**src/rtl/ysyx_23060042_pkg.sv**
```systemverilog
// Shared types and constants for the NPC instruction fetch unit.
// Imported by the IFU top and its instruction FIFO.
package ysyx_23060042_pkg;

    typedef enum logic [1:0] {
        REQ  = 2'd0,
        WAIT = 2'd1,
        DROP = 2'd2
    } ifu_state_t;

    typedef struct packed {
        logic [31:0] pc;
        logic [31:0] inst;
    } ifu_entry_t;

    localparam logic [31:0] DEFAULT_RESET_PC = 32'h8000_0000;

endpackage

```
**src/rtl/ysyx_23060042_ifu_fifo.sv**
```systemverilog
// Instruction FIFO: queues {pc, inst} entries between fetch and decode.
// Storage is flops, so the head is a registered output.
module ysyx_23060042_ifu_fifo
    import ysyx_23060042_pkg::*;
#(
    parameter int DEPTH = 2
) (
    input  logic                     clk,
    input  logic                     rst_n,
    input  logic                     push,
    input  ifu_entry_t               push_data,
    input  logic                     pop,
    input  logic                     flush,
    output ifu_entry_t               head,
    output logic                     head_valid,
    output logic [$clog2(DEPTH):0]   count
);

    localparam int AW = $clog2(DEPTH);
    localparam int CW = AW + 1;

    ifu_entry_t      mem [DEPTH];
    logic [AW-1:0]   rd_ptr;
    logic [AW-1:0]   wr_ptr;
    logic            do_pop;
    logic            do_push;

    assign do_pop     = pop && (count != '0);
    assign do_push    = push && ((count != CW'(DEPTH)) || do_pop);
    assign head       = mem[rd_ptr];
    assign head_valid = (count != '0);

    // Pointer, count and storage update; flush beats push and pop.
    always_ff @(posedge clk or negedge rst_n) begin
        if (!rst_n) begin
            rd_ptr <= '0;
            wr_ptr <= '0;
            count  <= '0;
            for (int i = 0; i < DEPTH; i++) begin
                mem[i] <= '0;
            end
        end else if (flush) begin
            rd_ptr <= '0;
            wr_ptr <= '0;
            count  <= '0;
        end else begin
            if (do_push) begin
                mem[wr_ptr] <= push_data;
                wr_ptr      <= wr_ptr + AW'(1);
            end
            if (do_pop) begin
                rd_ptr <= rd_ptr + AW'(1);
            end
            count <= count + CW'(do_push) - CW'(do_pop);
        end
    end

endmodule

```
**src/rtl/ysyx_23060042_ifu.sv**
```systemverilog
// NPC instruction fetch unit: one-outstanding imem reads into a FIFO.
// Optional macro YSYX_23060042_IFU_ALIGN_CHECK_EN enables misalign trap.
module ysyx_23060042_ifu
    import ysyx_23060042_pkg::*;
#(
    parameter logic [31:0] RESET_PC = DEFAULT_RESET_PC,
    parameter int          DEPTH    = 2
) (
    input  logic        clk,
    input  logic        rst_n,
    input  logic        redirect_valid,
    input  logic [31:0] redirect_pc,
    output logic        imem_req_valid,
    input  logic        imem_req_ready,
    output logic [31:0] imem_req_addr,
    input  logic        imem_rsp_valid,
    input  logic [31:0] imem_rsp_data,
    output logic        inst_valid,
    input  logic        inst_ready,
    output logic [31:0] inst,
    output logic [31:0] inst_pc,
    output logic        misalign
);

    localparam int CW = $clog2(DEPTH) + 1;

    ifu_state_t   state;
    ifu_state_t   state_nxt;
    logic [31:0]  fetch_pc;
    logic [31:0]  target;
    logic         live;
    logic         fire;
    logic         push;
    logic         outstanding;
    logic         room;
    logic [CW-1:0] count;
    ifu_entry_t   head;
    ifu_entry_t   push_data;

`ifdef YSYX_23060042_IFU_ALIGN_CHECK_EN
    logic misalign_q;

    assign target   = redirect_pc;
    assign misalign = misalign_q;

    // A misaligned redirect latches the trap until reset.
    always_ff @(posedge clk or negedge rst_n) begin
        if (!rst_n) begin
            misalign_q <= 1'b0;
        end else if (redirect_valid && (redirect_pc[1:0] != 2'b00)) begin
            misalign_q <= 1'b1;
        end
    end
`else
    assign target   = redirect_pc & ~32'h3;
    assign misalign = 1'b0;
`endif

    assign outstanding   = (state != REQ);
    assign room          = (count + CW'(outstanding)) < CW'(DEPTH);
    assign fire          = imem_req_valid && imem_req_ready;
    assign imem_req_addr = imem_req_valid ? fetch_pc : 32'h0;

    // fetch_pc already advanced past the outstanding request.
    assign push_data.pc   = fetch_pc - 32'd4;
    assign push_data.inst = imem_rsp_data;

    // Holds requests off until the first edge after reset release.
    always_ff @(posedge clk or negedge rst_n) begin
        if (!rst_n) begin
            live <= 1'b0;
        end else begin
            live <= 1'b1;
        end
    end

    // FSM state register.
    always_ff @(posedge clk or negedge rst_n) begin
        if (!rst_n) begin
            state <= REQ;
        end else begin
            state <= state_nxt;
        end
    end

    // Next-state: a redirect turns any live request into a dropped one.
    always_comb begin
        state_nxt = state;
        unique case (state)
            REQ: begin
                if (fire) begin
                    state_nxt = redirect_valid ? DROP : WAIT;
                end
            end
            WAIT: begin
                if (imem_rsp_valid) begin
                    state_nxt = REQ;
                end else if (redirect_valid) begin
                    state_nxt = DROP;
                end
            end
            DROP: begin
                if (imem_rsp_valid) begin
                    state_nxt = REQ;
                end
            end
            default: state_nxt = REQ;
        endcase
    end

    // FSM outputs: request issue and FIFO push.
    always_comb begin
        imem_req_valid = 1'b0;
        push           = 1'b0;
        unique case (state)
            REQ:     imem_req_valid = live && room && !misalign;
            WAIT:    push = imem_rsp_valid && !redirect_valid;
            default: ;
        endcase
    end

    // Fetch PC: redirect wins over sequential advance.
    always_ff @(posedge clk or negedge rst_n) begin
        if (!rst_n) begin
            fetch_pc <= RESET_PC;
        end else if (redirect_valid) begin
            fetch_pc <= target;
        end else if (fire) begin
            fetch_pc <= fetch_pc + 32'd4;
        end
    end

    ysyx_23060042_ifu_fifo #(
        .DEPTH (DEPTH)
    ) u_fifo (
        .clk        (clk),
        .rst_n      (rst_n),
        .push       (push),
        .push_data  (push_data),
        .pop        (inst_ready),
        .flush      (redirect_valid),
        .head       (head),
        .head_valid (inst_valid),
        .count      (count)
    );

    assign inst    = head.inst;
    assign inst_pc = head.pc;

endmodule

```
**config.mk**
```make
export PLATFORM = sky130hd
export DESIGN_NAME = ysyx_23060042_ifu
export DESIGN_NICKNAME = d
export VERILOG_FILES = /design/src/rtl/ysyx_23060042_pkg.sv /design/src/rtl/ysyx_23060042_ifu_fifo.sv /design/src/rtl/ysyx_23060042_ifu.sv
export SDC_FILE = /design/constraint.sdc
export NUM_CORES = 1
export LEC_CHECK = 0
export CORE_ASPECT_RATIO = 1.2
export CORE_MARGIN = 2
export CORE_UTILIZATION = 50
export CTS_CLUSTER_DIAMETER = 100
export DETAILED_ROUTE_END_ITERATION = 16
export PLACE_DENSITY = 0.87
export SETUP_SLACK_MARGIN = 0.2
export SYNTH_ARGS = -nofsm -noshare
export SYNTH_HDL_FRONTEND = slang
export SYNTH_SLANG_ARGS = --single-unit
```
**constraint.sdc**
```tcl
create_clock -name clk -period 4.86 [get_ports clk]
set_clock_uncertainty 0.1 [all_clocks]
set_input_delay 1.215 -clock clk [delete_from_list [all_inputs] [get_ports clk]]
set_output_delay 1.215 -clock clk [all_outputs]
set_load 0.02 [all_outputs]
```
### Yosys cells after proc, flatten, opt, wreduce, memory -nomap -nowiden

Cells that the tools add are included.

| word-level totals | value |
|---|---|
| register bits after elaboration | 167 |
| input bits | 70 |

| operators by class | value |
|---|---|
| add/subtract/negate cells | 7 |
| $lt $le $gt $ge | 4 |
| equality and inequality tests | 6 |
| mux-type cells | 22 |
| bitwise gates (word level) | 3 |
| reductions and logical operators | 16 |

Operators with widths:

| cell | number |
|---|---|
| $mux W64 | 4 |
| $bwmux W128 | 1 |
| $mux W32 | 3 |
| $demux W64 S1 | 1 |
| $add A32 B3 Y32 const B | 1 |
| $sub A32 B3 Y32 const B | 1 |
| $mux W2 | 6 |
| $reduce_bool A2 Y1 | 5 |
| $logic_and A1 B1 Y1 | 6 |
| $mux W1 | 6 |
| $ne A2 B2 Y1 const B | 3 |
| $pmux W2 S3 | 1 |
| $add A2 B1 Y2 | 2 |
| $ge A2 B2 Y1 const B | 2 |
| $not A1 Y2 | 2 |
| $ne A3 B3 Y1 const B | 1 |
| $reduce_and A3 Y1 | 1 |
| $add A1 B1 Y1 const B | 2 |
| $eq A2 B1 Y1 const B | 1 |
| $eq A2 B2 Y1 const B | 1 |
| $logic_not A2 Y1 | 1 |
| $lt A2 B1 Y1 const B | 1 |
| $lt A2 B2 Y1 const B | 1 |
| $reduce_and A2 Y1 | 1 |
| other kinds (4) | 4 |

### Depth between registers and ports, before layout

Gate-level depths: netlist (run 1).

| depth | value |
|---|---|
| word-level depth | 8 |
| mapped depth | 8 |
| gate-level depth less buffers | 8 |

### Cells and area by module

From an unflattened synthesis (run 1), not the netlist that was laid out.

| unflattened totals | value |
|---|---|
| cells, all modules | 724 |
| area, all modules | 8758.4 um^2 |

By module, submodules not included:

| module | instances | cells each | area each (um^2) | seq. area each (um^2) |
|---|---|---|---|---|
| ysyx_23060042_ifu_fifo | 1 | 364 | 5975.7 | 3303.2 |
| ysyx_23060042_ifu | 1 | 360 | 2782.7 | 827.0 |

### Worst setup path after synthesis (run 1)

OpenSTA, ideal clock, no wires.

| timing | value |
|---|---|
| kind | reg-to-output |
| start point | register u_fifo.count[1] |
| end point | output imem_req_addr[10] |
| arrival | 1631 ps |
| data required time | 3545 ps |
| slack | 1914 ps |
| stages on the path, launching flop included | 5 |
| path buffers | 2 |
| cells stage by stage | dfrtp_1 > nor4b_4 > clkbuf_1 > clkbuf_1 > and2_1 |

| between the ends | value |
|---|---|
| cells in the longest elaborated chain, start to end | 5 |

Ends and longest elaborated chain:

| what | line | text |
|---|---|---|
| start, declared | ysyx_23060042_ifu_fifo.sv:16 | `output logic [$clog2(DEPTH):0] count` |
| start signal, assigned | ysyx_23060042_ifu_fifo.sv:54 | `count <= count + CW'(do_push) - CW'(do_pop);` |
| $add A2 B1 Y2 | ysyx_23060042_ifu.sv:60 | `assign room = (count + CW'(outstanding)) < CW'(DEPTH);` |
| $lt A2 B2 Y1 | ysyx_23060042_ifu.sv:60 |  |
| $logic_and A1 B1 Y1 | ysyx_23060042_ifu.sv:116 | `REQ: imem_req_valid = live && room && !misalign;` |
| $mux W1 | ysyx_23060042_ifu.sv:115 | `unique case (state)` |
| $mux W32 | ysyx_23060042_ifu.sv:62 | `assign imem_req_addr = imem_req_valid ? fetch_pc : 32'h0;` |
| end, declared | ysyx_23060042_ifu.sv:15 | `output logic [31:0] imem_req_addr,` |

Every way passes these cells.

### Final worst setup path (run 1)

| timing | value |
|---|---|
| start point | register u_fifo.count[1] |
| end point | output imem_req_addr[30] |

The elaborated chain is that of the path after synthesis.

==> impl_results.md, run 1 <==
- Worst skew pair latency: 0.43 ns
- Top cells by count, synth: nand2_1 (248), dfrtp_1 (160), mux2_2 (64)
- Average wire per standard cell: 16.6 µm
- Post-CTS Hold Buffers: 0
- WHS: 0.366 ns
- Worst slew pin tran: 0.873 ns
- Chip Width: 123 µm
- Clock Power Share: 0.242
- Ys async rst share: 1.00
- Ratio of cells with drive above 1 in the final layout: 0.111
- DPL Wire Length: 14300 µm
- Max Freq: 253 MHz
- Final Non-Filler Cells: 1280
- Core ar.: 0.0167 mm²
- WHS Path Cells: 2
- Worst EP required: 3.54 ns
- Worst hold-check path type: flip-flop to flip-flop
- Post-Syn Instances: 936
- DP Cell Count: 1248
- MaxCap Viol Count: 0
- Status: completed
- Final ANT Viol Nets: 0
- Synth Warn #: 0
- Worst slew margin: 0.418
- RSZ-0062 raised after global routing: false
- CTS Buf Count: 17
- DR vias: 7323
- LEAKAGE: 4.63 nW
- Initial antenna violation count: 0
- Int Power: 3.53 mW
- Switching power: 1.88 mW
- Die height: 146 µm
- Detailed Routing Iterations Pass 1: 5
- Top_reg_cell synth: dfrtp_1
- Post-synth EDFFs: 0
- Most frequent cell after synthesis: nand2_1
- Mapped Area: 0.00844 mm²
- # rows: 52
- Vias in the first global route: 6851
- 1st-iter DRT viols: 528
- Critical-path maximum fanout: 35
- Final setup viols: 0
- Port bufs: 161
- Arrival time at the worst endpoint: 2.64 ns
- Yosys top cell area share: 0.475
- Synth Register Bits: 161
- CP Capture Type: output port
- Count of distinct cell types in the synthesized netlist: 50
- Num ports: 169
- Fin. Hold Viols: 0
- Crit Path Category: flip-flop to output port
- Fin nets: 1125
- GRT Total Usage: 0.236
- Die Area: 0.0179 mm²
- DR DRC count: 0
- H-tree depth: 4
- Syn Area/Cell: 9.01 µm²
- Final Core Density: 0.637
- Clock tree sinks: 161
- Post-layout minimum cycle time: 3.95 ns
- Register-to-Register Path Depth: 5
- Clock buffer depth: 2
- Post-CTS Resized: 0
- Setup TNS: 0 ns
- Synth area leaders: dfrtp_1 (47%), nand2_1 (11%), mux2_2 (8.5%)
- Initial core utilization: 0.505
- Pin count of the biggest net entering global routing: 96
- GP Congestion: 0.867
- Postcts setup bufs: 0
- Part of the power in registers: 0.345
- Area leader, netlist: dfrtp_1
- CTS tree: done
- Max Slew Vio Count: 0
- Via density: 5.72
- P per Cell Area: 508 mW/mm²
- Post-synthesis sequential area ratio: 0.478
- Switching Fraction: 0.348
- Combinational power share: 0.413
- Antenna Cells: 0
- Wire length of the first global-routing pass: 33800 µm
- Pwr Total: 5.41 mW
- Final cycle utilization of the critical path: 0.813
- Final wirelength: 21300 µm
- Remaining global-route overflow: 0
- Clock root cell: clkbuf_16
- Worst setup SP type: flip-flop
- Clock-pin slew on the worst setup and hold paths: 0.06 ns
- Peak supply drop: 0.299 mV
- Layout Area Growth over Synthesis: 26.3%
cells in the final DEF (no fill, tap or decap), types with 3 or more instances in the layout:
cell type	synthesis	layout
nor2b_1	3	3
nand2b_1	3	3
clkinvlp_4	0	4
or3_1	15	14
mux2_2	64	64
clkbuf_16	0	17
o21ai_0	52	52
or4_1	25	25
xor2_1	10	10
nor3_1	12	11
clkbuf_1	45	5
and3_1	8	7
inv_1	9	9
clkdlybuf4s50_1	0	160
nor2_1	49	49
xnor2_1	15	15
o211ai_1	5	5
o31ai_1	18	18
nor4_1	6	6
and2_1	32	32
ha_1	4	4
mux2i_1	3	3
and4_1	5	5
buf_4	5	9
conb_1	2	6
dfrtp_1	160	159
nand2_1	248	248
nand4_1	18	18
a31oi_1	42	42
nand3_1	26	25
through the flow:
| step | worst slack, ns | instance area (µm²) |
|---|---|---|
| floorplan | 1.91 | 8450 |
| global placement | 1.15 | 10100 |
| detailed placement | 1.14 | 10100 |
| CTS | 0.927 | 10700 |
| global route | 0.764 | 10700 |
| finish | 0.910 | 10700 |
power by group through the flow:
stage          registers [mW]  clock network, mW  logic, mW
6_report                 1.87               1.31       2.23
5_1_grt                  1.90               1.39       2.37
4_1_cts                  1.86               1.33       2.25
3_5_place_dp             1.89                  0       2.23
3_3_place_gp             1.86                  0       2.20
2_1_floorplan            1.75                  0       1.37
metal layers:
layer,vias to the layer above,share of wire,global-route usage
met1,3549,0.41,0.300
met2,279,0.50,0.403
met4,0,0.022,0.0845
met3,40,0.058,0.0402
li1,3455,-,-
met5,-,0,0
sequential cells by signal, indices dropped and copies added, names as in the netlist:
register       cells
fetch_pc          30
live               1
state              2
u_fifo.count       2
u_fifo.mem       124
u_fifo.rd_ptr      1
u_fifo.wr_ptr      1
worst paths after layout:
kind                                      start                end  slack [ns]
worst max-delay path            u_fifo.count[1]  imem_req_addr[30]        0.91
worst min-delay path             u_fifo.mem[91]     u_fifo.mem[91]        0.37
worst max register to register  u_fifo.count[1]       fetch_pc[28]        2.14
worst min register to register   u_fifo.mem[91]     u_fifo.mem[91]        0.37
max in group asynchronous                 rst_n     u_fifo.mem[85]        2.84
min in group asynchronous                 rst_n     u_fifo.mem[14]        0.77
area by class of cell:
| cell class | instances | area (µm²) |
|---|---|---|
| clock buffers | 24 | 472 |
| clock inverters | 8 | 104 |
| fillers | 1370 | 6060 |
| inverters | 9 | 33.8 |
| multi-input cells | 691 | 4050 |
| flip-flops and latches | 161 | 4030 |
| well taps | 216 | 270 |
| repair buffers | 171 | 1700 |
worst max-delay path, stage by stage, from the launching register on:
cell and delay [ns]:
dfrtp_1 0.46, nor4b_4 0.52, buf_4 0.40, and2_1 0.21
clkdlybuf4s50_1 0.61
cell families (layout without fill, tap and decap cells):
family	count (synthesis)	count (layout)	share of synthesized area
AND/OR/NAND/NOR	464	464	0.265
flip-flops	161	161	0.478
buffers and inverters	88	212	0.0458
XOR/XNOR	25	25	0.0260
multiplexers	67	67	0.0890
other	2	6	0.000890
AO/OA/AOI/OAI	125	125	0.0893
adder cells (fa/ha/maj)	4	4	0.00593
Power figures use the tool's default switching activity.
==> run 2: changes to the inputs <==
- clock period: 4.86 -> 4.05 ns (I/O delays scaled with it)
==> run 2 against run 1 <==
Effect of this change: cell count hardly changed; first-iteration DRC count is 3.6% higher; critical path depth is 1 lower; routed wire length is 0.81% higher; count of clock-buffer cells in the layout is 2 lower; clock power is 24% higher; sequential share of layout area is 0.23 points lower; critical endpoint is now inst_pc[16].
==> impl_results.md, run 2 (synthesis results as in run 1) <==
- Status: completed
- Crit path cell chain: buf_12, mux2_2, clkdlybuf4s50_1
- LEAKAGE: 4.67 nW (+0.94%)
- Port bufs: 161 (unchanged)
- Fill count: 1315 (-4.0%)
- GP Congestion: 0.863 (-0.40%)
- H-tree depth: 4 (unchanged)
- Worst setup SP type: flip-flop
- Largest registers: u_fifo.mem: 124 flops, fetch_pc: 30 flops
- Post-layout minimum cycle time: 3.48 ns
- Critical-path maximum fanout: 48 (+37%)
- Max Freq: 288 MHz
- Reg area: 0.00403 mm² (unchanged)
- WHS: 0.367 ns (+0.000817 ns)
- Post-CTS Hold Buffers: 0 (unchanged)
- Layout Area Growth over Synthesis: 27.1%
- Arrival time at the worst endpoint: 2.36 ns (-0.28 ns)
- Peak supply drop: 0.332 mV (+11%)
- Post-CTS Resized: 0 (unchanged)
- Remaining global-route overflow: 0 (unchanged)
- Worst slew margin: 0.243 (-0.174)
- Initial core utilization: 0.505 (unchanged)
- Most flops, register: u_fifo.mem
- Worst EP required: 2.94 ns (-0.60 ns)
- Wire length of the first global-routing pass: 34800 µm (+2.8%)
- Chip Width: 123 µm (unchanged)
- RSZ-0062 raised after global routing: false
- Core ar.: 0.0167 mm² (unchanged)
- Setup TNS: 0 ns (unchanged)
- Average wire per standard cell: 16.8 µm (+0.89%)
- Num ports: 169 (unchanged)
- Final ANT Viol Nets: 0 (unchanged)
- Max Slew Vio Count: 0 (unchanged)
- DR vias: 7368 (+0.61%)
- Fin. Hold Viols: 0 (unchanged)
- Final setup viols: 0 (unchanged)
- Pin count of the biggest net entering global routing: 87 (-9.4%)
- Detailed Routing Iterations Pass 1: 7 (+2)
- Final cycle utilization of the critical path: 0.859
- Pwr Total: 6.55 mW (+21%)
- Slowest stage delay, CP: 0.64 ns (+0.03 ns)
- Clock tree sinks: 161 (unchanged)
- Postcts setup bufs: 0 (unchanged)
- DPL Wire Length: 14500 µm (+1.7%)
- CP Capture Type: output port
- # rows: 52 (unchanged)
- CTS Buf Count: 17 (unchanged)
- Fin nets: 1127 (+0.18%)
- Crit Path Category: flip-flop to output port
- CTS tree: done
- GRT Total Usage: 0.243 (+0.00687)
- DR DRC count: 0 (unchanged)
- Slowest stage cell on the critical path: dfrtp_2
- Die height: 146 µm (unchanged)
- 1st-iter DRT viols: 547 (+3.6%)
- Final wirelength: 21400 µm (+0.81%)
- Antenna Cells: 0 (unchanged)
- Clock root cell: clkbuf_16
- MaxCap Viol Count: 0 (unchanged)
- Initial antenna violation count: 0 (unchanged)
- Clock-pin slew on the worst setup and hold paths: 0.06 ns (about the same)
- Most frequent cells in the layout: nand2_1 (248), clkdlybuf4s50_1 (160), dfrtp_1 (159)
- Die Area: 0.0179 mm² (unchanged)
- Final Core Density: 0.641 (+0.00397)
- Worst hold-check path type: flip-flop to flip-flop
- P per Cell Area: 611 mW/mm² (+20%)
- Ratio of cells with drive above 1 in the final layout: 0.111 (about the same)
- Clock buffer depth: 2 (unchanged)
- Multi-input gate area: 0.00405 mm² (unchanged)
- Via density: 5.76 (+0.69%)
- Commonest non-fill, non-tap cell in the layout: nand2_1
- Worst slew pin tran: 1.13 ns (+0.260 ns)
- Largest register FFs: 124 (unchanged)
- Vias in the first global route: 7224 (+5.4%)
- Worst skew pair latency: 0.42 ns (about the same)
==> run 2: layer usage <==
metal / wire (µm) / vias to the layer above / global-route usage / share of wire
met5: 0 / - / 0 / 0
met4: 628 / 0 / 0.105 / 0.029
met3: 1280 / 53 / 0.0469 / 0.060
met2: 10700 / 308 / 0.410 / 0.50
met1: 8840 / 3551 / 0.302 / 0.41
li1: - / 3456 / - / -
==> run 2: worst paths after layout <==
kind                                startpoint               to  slack [ns]  cells after the start
worst min-delay path            u_fifo.mem[84]   u_fifo.mem[84]        0.37                      2
worst max register to register     fetch_pc[5]     fetch_pc[27]        1.36                      4
worst min register to register  u_fifo.mem[84]   u_fifo.mem[84]        0.37                      2
worst max-delay path             u_fifo.rd_ptr      inst_pc[16]        0.57                      3
max in group asynchronous                rst_n  u_fifo.mem[104]        2.50                      2
min in group asynchronous                rst_n   u_fifo.mem[14]        0.52                      1
==> run 2: metrics by stage <==
stage / setup slack [ns] / cell area (µm²) / cells
floorplan: 1.31 / 8450 / 940
global placement: 0.668 / 10100 / 1250
detailed placement: 0.659 / 10100 / 1250
CTS: 0.544 / 10700 / 1279
global route: 0.489 / 10700 / 1279
finish: 0.573 / 10700 / 1279
==> run 2: report_power, final <==
| group | leakage (nW) | internal (mW) | switching, mW | total, mW |
|---|---|---|---|---|
| sequential | 2.08 | 1.94 | 0.284 | 2.23 |
| clock | 0.290 | 1.03 | 0.594 | 1.63 |
| combinational | 2.30 | 1.36 | 1.34 | 2.70 |
==> run 2: final cells by class <==
cell class                 count  area share
inverter                       9     0.00315
timing repair buffer         173       0.163
clock inverter                 7      0.0126
multi-input combinational    691       0.377
sequential                   161       0.376
clock buffer                  22      0.0423
tap                          216      0.0252
==> run 2: worst max-delay path: cells and delay by family (launching register included) <==
family | cells | cell delay [ns]
flip-flops | 1 | 0.64
buffers and inverters | 2 | 0.92
multiplexers | 1 | 0.37
==> run 3: changes to the inputs <==
- CORE_MARGIN: 2 -> 5
- SLEW_MARGIN: default -> 20
==> run 3 against run 2 <==
Effect of this change: worst setup slack lost 0.041 ns; sequential share of layout area is essentially flat; maximum frequency shrank 1.2%; first-iteration DRC count grew 25%; hold slack gained 0.0013 ns; die area grew 9.2%; cell count grew 0.39%; critical path depth grew 1; utilization shrank 0.075 points; sequential power is essentially flat; total power shrank 0.82%; via count shrank 1.8%.
==> impl_results.md, run 3 (synthesis results as in run 1) <==
- Initial core utilization: 0.505 (unchanged)
- H-tree depth: 4 (unchanged)
- Clock buffer depth: 2 (unchanged)
- MaxCap Viol Count: 0 (unchanged)
- Postcts setup bufs: 0 (unchanged)
- Final wirelength: 21700 µm (+1.2%)
- Pin count of the biggest net entering global routing: 91 (+4.6%)
- Average wire per standard cell: 16.9 µm (+0.78%)
- Int Power: 4.26 mW (-1.8%)
- Final cycle utilization of the critical path: 0.869 (+0.0100)
- Layout Area Growth over Synthesis: 27.0%
- CTS tree: done
- Vias in the first global route: 7108 (-1.6%)
- Worst slew pin tran: 0.843 ns (-0.291 ns)
- DR DRC count: 0 (unchanged)
- Max Freq: 284 MHz (-1.2%)
- Fill count: 1322 (+0.53%)
- Arrival time at the worst endpoint: 2.41 ns (+0.05 ns)
- # rows: 52 (unchanged)
- Chip Width: 129 µm (+4.9%)
- Num ports: 169 (unchanged)
- Worst skew pair latency: 0.42 ns (about the same)
- Fin. Hold Viols: 0 (unchanged)
- Status: completed
- Clock-pin slew on the worst setup and hold paths: 0.06 ns (about the same)
- Die height: 152 µm (+4.1%)
- Die Area: 0.0196 mm² (+9.2%)
- Combinational power share: 0.419 (+0.007)
- Setup slack, reg-to-reg: 1.37 ns (about the same)
- Critical-path maximum fanout: 45 (-6.3%)
- Part of the power in registers: 0.338 (-0.002)
- Via density: 5.64 (-2.2%)
- Ratio of cells with drive above 1 in the final layout: 0.114 (+0.00333)
- Remaining global-route overflow: 0 (unchanged)
- Initial antenna violation count: 1 (+1)
- Worst EP required: 2.94 ns (about the same)
- GRT Total Usage: 0.221 (-0.0217)
- Crit Path Category: flip-flop to output port
- 1st-iter DRT viols: 683 (+25%)
- Final ANT Viol Nets: 0 (unchanged)
- Post-CTS Resized: 0 (unchanged)
- Most frequent cells in the layout: nand2_1 (248), clkdlybuf4s50_1 (160), dfrtp_1 (159)
- Setup TNS: 0 ns (unchanged)
- Most flops, register: u_fifo.mem
- CP Capture Type: output port
- Core ar.: 0.0167 mm² (unchanged)
- R2R Path Start: fetch_pc[5]
- Switching Fraction: 0.345 (+0.00686)
- Max Slew Vio Count: 0 (unchanged)
- P per Cell Area: 606 mW/mm² (-0.70%)
- Commonest non-fill, non-tap cell in the layout: nand2_1
- DPL Wire Length: 14800 µm (+1.9%)
- Final Core Density: 0.641 (-0.000749)
- Reg area: 0.00403 mm² (unchanged)
- Final setup viols: 0 (unchanged)
- Clock tree sinks: 161 (unchanged)
- CTS Buf Count: 17 (unchanged)
- Largest register FFs: 124 (unchanged)
- Register-to-Register Path Depth: 4 (unchanged)
- Worst Hold End: u_fifo.mem[12]
- Min-delay src: u_fifo.mem[12]
- Peak supply drop: 0.350 mV (+5.4%)
- LEAKAGE: 4.66 nW (-0.14%)
- Switching power: 2.24 mW (+1.2%)
- FF-to-FF End: fetch_pc[26]
- Post-layout minimum cycle time: 3.52 ns (+0.0407 ns)
- Multi-input gate area: 0.00405 mm² (unchanged)
- Wire length of the first global-routing pass: 35600 µm (+2.3%)
- Clock Power Share: 0.243 (-0.006)
- Clock root cell: clkbuf_16
- Detailed Routing Iterations Pass 1: 5 (-2)
- Port bufs: 161 (unchanged)
- GP Congestion: 0.921 (+6.6%)
- WHS Path Cells: 2 (unchanged)
- RSZ-0062 raised after global routing: false
- DR vias: 7236 (-1.8%)
- WHS: 0.368 ns (+0.00133 ns)
- Worst setup SP type: flip-flop
- Worst slew margin: 0.438 (+0.195)
- Largest registers: u_fifo.mem: 124 flops, fetch_pc: 30 flops
- Post-CTS Hold Buffers: 0 (unchanged)
- Fin nets: 1128 (+0.089%)
- Worst hold-check path type: flip-flop to flip-flop
==> run 3: cell type report <==
type / instances / share of cell area
clock buffer: 21 / 0.0411
inverter: 9 / 0.00315
clock inverter: 11 / 0.0130
sequential: 161 / 0.376
multi-input combinational: 691 / 0.378
tap: 216 / 0.0252
timing repair buffer: 174 / 0.163
antenna: 1 / 0.000234
==> run 3: critical path, stage by stage, from the launching register on <==
cell and delay, ns:
dfrtp_1 0.45, nor4b_4 0.28, buf_4 0.39, and2_1 0.24, clkdlybuf4s50_1 0.62
==> run 3: how the worst max path moves through the flow <==
stage                                from                end  depth (start not counted)
final                     u_fifo.count[1]  imem_req_addr[11]                          4
after global routing      u_fifo.count[1]  imem_req_addr[11]                          4
after detailed placement   redirect_valid     u_fifo.mem[59]                          6
after global placement     redirect_valid     u_fifo.mem[57]                          6
after CTS                 u_fifo.count[1]  imem_req_addr[11]                          4
after floorplan           u_fifo.count[1]  imem_req_addr[10]                          4
==> run 3: per-stage QoR <==
stage	instances	cell area [µm²]	worst slack, ns	total power [mW]
final	1284	10700	0.532	6.50
after global routing	1284	10700	0.452	6.83
after CTS	1283	10700	0.530	6.55
after detailed placement	1251	10100	0.707	4.95
after global placement	1251	10100	0.721	4.89
after floorplan	940	8450	1.31	3.74
==> run 3: power by group through the flow <==
stage	Combinational, mW	Sequential (mW)	Clock [mW]
2_1_floorplan	1.64	2.10	0
3_5_place_dp	2.73	2.22	0
5_1_grt	2.91	2.24	1.68
3_3_place_gp	2.70	2.19	0
4_1_cts	2.75	2.19	1.61
6_report	2.72	2.20	1.58
==> run 3: metal layers <==
layer	GRT usage	vias up	part of all wire
met5	0	-	0
met4	0.0990	0	0.030
met3	0.0333	45	0.056
met2	0.368	272	0.50
met1	0.285	3470	0.41
li1	-	3449	-
